==> src/rtl/busca_instrucao.sv <==
// Instruction fetch unit: walks a ROM from a program counter into a 2-deep
// {address, instruction} buffer, with jump redirection and a halt state.
module busca_instrucao #(
    parameter logic [7:0] ENDERECO_INICIAL = 8'd0,
    parameter logic [7:0] ENDERECO_FINAL   = 8'd31
) (
    input  logic       clk,
    input  logic       reset,
    input  logic       habilitar,
    output logic [7:0] ler_endereco,
    input  logic [7:0] instrucao_in,
    input  logic       salto_valido,
    input  logic [7:0] salto_endereco,
    input  logic       pronto_in,
    output logic       valido_out,
    output logic [7:0] instrucao_out,
    output logic [7:0] pc_out,
    output logic       parado_out
);

    localparam logic [1:0] OCIOSO = 2'd0;
    localparam logic [1:0] BUSCA  = 2'd1;
    localparam logic [1:0] PARADO = 2'd2;

    logic [1:0]      estado_q, estado_d;
    logic [7:0]      pc_q, pc_d;
    logic [1:0]      cont_q, cont_d;
    logic [1:0][7:0] end_q, end_d;
    logic [1:0][7:0] instr_q, instr_d;

    logic pop;
    logic busca;
    logic slot;

    // A fetch only looks at the pre-pop occupancy, so a full buffer never
    // accepts a word even on the cycle it drains one.
    always_comb begin
        pop   = (cont_q != 2'd0) && pronto_in;
        busca = (estado_q == BUSCA) && habilitar && (cont_q != 2'd2);
        slot  = cont_q[0] & ~pop;
    end

    always_comb begin
        estado_d = estado_q;
        pc_d     = pc_q;
        cont_d   = cont_q;
        end_d    = end_q;
        instr_d  = instr_q;
        if (salto_valido) begin
            cont_d   = 2'd0;
            pc_d     = salto_endereco;
            estado_d = BUSCA;
        end else begin
            if (pop) begin
                end_d[0]   = end_q[1];
                instr_d[0] = instr_q[1];
            end
            if (busca) begin
                end_d[slot]   = pc_q;
                instr_d[slot] = instrucao_in;
                pc_d          = pc_q + 8'd1;
                if (pc_q == ENDERECO_FINAL) begin
                    estado_d = PARADO;
                end
            end
            cont_d = cont_q - {1'b0, pop} + {1'b0, busca};
            if ((estado_q == OCIOSO) && habilitar) begin
                estado_d = BUSCA;
            end
        end
    end

    always_ff @(posedge clk) begin
        if (reset) begin
            estado_q <= OCIOSO;
            pc_q     <= ENDERECO_INICIAL;
            cont_q   <= 2'd0;
        end else begin
            estado_q <= estado_d;
            pc_q     <= pc_d;
            cont_q   <= cont_d;
        end
    end

    // Buffer payload is qualified by cont_q, so it needs no reset.
    always_ff @(posedge clk) begin
        end_q   <= end_d;
        instr_q <= instr_d;
    end

    always_comb begin
        ler_endereco  = pc_q;
        valido_out    = (cont_q != 2'd0);
        instrucao_out = valido_out ? instr_q[0] : 8'h00;
        pc_out        = valido_out ? end_q[0] : 8'h00;
        parado_out    = (estado_q == PARADO);
    end

endmodule

==> config.mk <==
export PLATFORM = sky130hd
export DESIGN_NAME = busca_instrucao
export DESIGN_NICKNAME = d
export VERILOG_FILES = /design/src/rtl/busca_instrucao.sv
export SDC_FILE = /design/constraint.sdc
export NUM_CORES = 1
export LEC_CHECK = 0
export ABC_AREA = 0
export CORE_MARGIN = 4
export CORE_UTILIZATION = 30
export CTS_CLUSTER_DIAMETER = 200
export CTS_CLUSTER_SIZE = 8
export DETAILED_ROUTE_END_ITERATION = 8
export PLACE_DENSITY = 0.51
export SLEW_MARGIN = 30
export SYNTH_ARGS = -nofsm -noshare
export SYNTH_HDL_FRONTEND = slang
export SYNTH_SLANG_ARGS = --single-unit
==> constraint.sdc <==
create_clock -name clk -period 4 [get_ports clk]
set_clock_uncertainty 0.2 [all_clocks]
set_input_delay 0.6 -clock clk [delete_from_list [all_inputs] [get_ports clk]]
set_output_delay 0.6 -clock clk [all_outputs]
set_load 0.03 [all_outputs]
==> metrics.md <==
| Metric | Value |
|---|---|
| Status | completed |
| Cell-internal power | 0.0007294 W |
| Initial antenna violation count | 0 |
| Share of layout cells above drive strength 1 | 0.07826 |
| Final Hold Viols | 0 |
| Setup_tns | 0 ns |
| Overall die area | 8277 um^2 |
| Routed len/inst | 14.76 um |
| Clk root buf | clkbuf_8 |
| Fin area | 2713 um^2 |
| Deepest clock path buffer count | 2 |
| Iter 0 DRT Violations | 64 |
| Setup Buffers After CTS | 0 |
| GRT Residual Overflow | 0 |
| Detailed placement HPWL | 3160 um |
| Fin crit period | 2.752 ns |
| Avg Vias per Cell | 4.769 |
| CP endpoint | pc_out[1] |
| Die Ht | 90.98 um |
| Die width | 90.98 um |
| Vias in the first global route | 1528 |
| CTS tree | done |
| CTS buffer count | 5 |
| Antenna fix cells | 0 |
| Leakage | 1.010 nW |
| Critical path's largest stage delay | 0.67 ns |
| GRT Util Overall | 0.1172 |
| Sequential share of power | 0.554 |
| Cell area after synthesis | 2066 um^2 |
| EDFF count, synth | 32 |
| CP Class | flop to primary output |
| Fin nets | 252 |
| Worst-path clk slew | 0.08 ns |
| Final Max Tran Viols | 0 |
| Io pins | 47 |
| Placed Cells | 299 |
| Buf+Inv Stages, Crit Path | 1 |
| Most used DFF post-synth | edfxtp_1 |
| Slew margin rel. | 0.5514 |
| Ys Warns | 0 |
| Crit-path max FO | 18 |
| DRC | 0 |
| Crit start category | flop |
| Synthesized Nets | 205 |
| Register-to-Register Path Depth | 4 |
| Post-synthesis sequential area ratio | 0.5815 |
| Critical path arrival | 1.95 ns |
| Max_cap viols | 0 |
| FF+latch count, synth | 44 |
| H-tree depth | 2 |
| DR pass1 iterations | 4 |
| FP Rows | 29 |
| CP Depth | 3 |
| Req. time, crit path | 3.20 ns |
| Area Overhead vs Synth | 31.31% |
| Final core occ | 0.4153 |
| Avg Inst Size Synth | 11.35 um^2 |
| Routed WL | 4532 um |
| Switching part of the total | 0.2496 |
| Core area | 6531 um^2 |
| P_sw | 0.0002427 W |
| Pin count of the biggest net entering global routing | 32 |
| Peak Freq | 0.3633 GHz |
| Async SR Flop Fraction | 0 |
| Worst slew pin tran | 0.6729 ns |
| Final ANT Viol Nets | 0 |
| Total clock sinks | 44 |
| Commonest non-fill, non-tap cell in the layout | clkdlybuf4s50_1 |
| Slowest cell on crit path | clkdlybuf4s50_1 |
| Delay-heaviest family, CP | buffers and inverters |
| RSZ-0062 raised after global routing | false |
| R2R Path End | end_q[1] |
| Comb power frac | 0.153 |
| R2R Setup Slk | 1.70 ns |
| Hold_buf cts | 0 |
| Crit-path cells | or2_2 > and2_1 > clkdlybuf4s50_1 |
| Final setup violating endpoints | 0 |
| Later-pin clock latency in the skew report | 0.29 ns |
| Via count | 1464 |
| Hold Crit Class | flop to flop |
| Initial Util | 0.3163 |
| Layout Cells excl Fill | 307 |
| Worst VDD drop | 0.1340 mV |
| I/O Buffers | 46 |
| Most frequent cells in the layout | 46 x clkdlybuf4s50_1, 32 x edfxtp_1, 20 x nand2_1 |
| Post-CTS sizing | 0 |
| Critical path endpoint category | primary output |
| Tcrit/Tclk final | 0.6881 |
| Clock share of power | 0.293 |
| Placed cell areas | 2623 um^2 |
| Power per Cell Area | 358.3 nW/um^2 |
| First-pass GRT wire length | 7693 um |
| Critical R2R Launch | cont_q[1] |
| Routability cong. | 0.7219 |
| Setup crit start | cont_q[0] |
| Cells after synthesis | 182 |
| Cell variety after synth | 35 |
-- sequential cells by signal (all words and copies together) (netlist names) --
register      flops
instr_q          16
cont_q            2
estado_q          2
ler_endereco      8
end_q            16
-- cells by family after synthesis --
kind of cell / count (synthesis) / synth area share
buf+inv: 13 / 0.02664
flops: 44 / 0.5815
fa+ha+maj: 2 / 0.01211
xor+xnor: 9 / 0.03816
mux: 16 / 0.07753
compound gates: 31 / 0.08904
simple gates: 67 / 0.1751
-- worst min path at each step --
stage	from	end	cells after the start	slack [ns]
2_1_floorplan	estado_q[1]	estado_q[1]	2	0.30
3_3_place_gp	ler_endereco[5]	end_q[13]	0	0.35
3_5_place_dp	ler_endereco[1]	end_q[9]	0	0.35
4_1_cts	estado_q[1]	estado_q[1]	2	0.36
5_1_grt	ler_endereco[1]	end_q[9]	0	0.38
6_report	estado_q[1]	estado_q[1]	2	0.36
-- cell usage after synthesis, drive strengths merged, types with 4 or more instances --
cell type   n  area, um^2
o21ai      17       85.08
clkbuf      5       20.01
a21oi       4       20.02
nor3        5       25.02
dfxtp      12       240.2
a211oi      6       45.04
nand2      20       75.07
mux2i      16       160.2
edfxtp     32       960.9
and2       16       100.1
buf         5       23.77
xnor2       7       61.31
nor2        8       30.03
-- metal layers --
| layer | global-route usage | share of wire | up-vias |
|---|---|---|---|
| li1 | - | - | 753 |
| met4 | 0.03894 | 0.012 | 0 |
| met3 | 0.04132 | 0.068 | 6 |
| met2 | 0.1858 | 0.45 | 45 |
| met1 | 0.1496 | 0.47 | 660 |
| met5 | 0 | 0 | - |
-- through the flow --
step	hold slack, ns	worst slack, ns	total power [W]
after CTS	0.3633	1.199	0.0009847
after detailed placement	0.3466	1.164	0.0007010
after global routing	0.3827	1.091	0.001020
final	0.3551	1.248	0.0009720
after global placement	0.3509	1.212	0.0007001
after floorplan	0.3027	0.8068	0.0006314
-- layout make-up --
| type | instances | area (um^2) |
|---|---|---|
| clock buffers | 8 | 90.09 |
| fillers | 663 | 3819 |
| inverters | 3 | 11.26 |
| multi-input cells | 125 | 823.3 |
| flip-flops and latches | 44 | 1201 |
| well taps | 77 | 96.34 |
| repair buffers | 50 | 490.5 |
-- worst register-to-register path: cells and delay by family, from the launching register on --
kind            cells  cell delay (ns)
compound gates      2             0.71
flops               1             0.36
simple gates        1             0.46
buf+inv             1             0.32
-- power groups by stage --
stage	Combinational, W	Clock, W	Sequential, W
after floorplan	0.0000776	0	0.000554
after global placement	0.000150	0	0.000550
after detailed placement	0.000151	0	0.000550
after CTS	0.000151	0.000294	0.000540
after global routing	0.000164	0.000312	0.000544
final	0.000149	0.000284	0.000539
No activity file was read; power rests on OpenSTA's default activity.
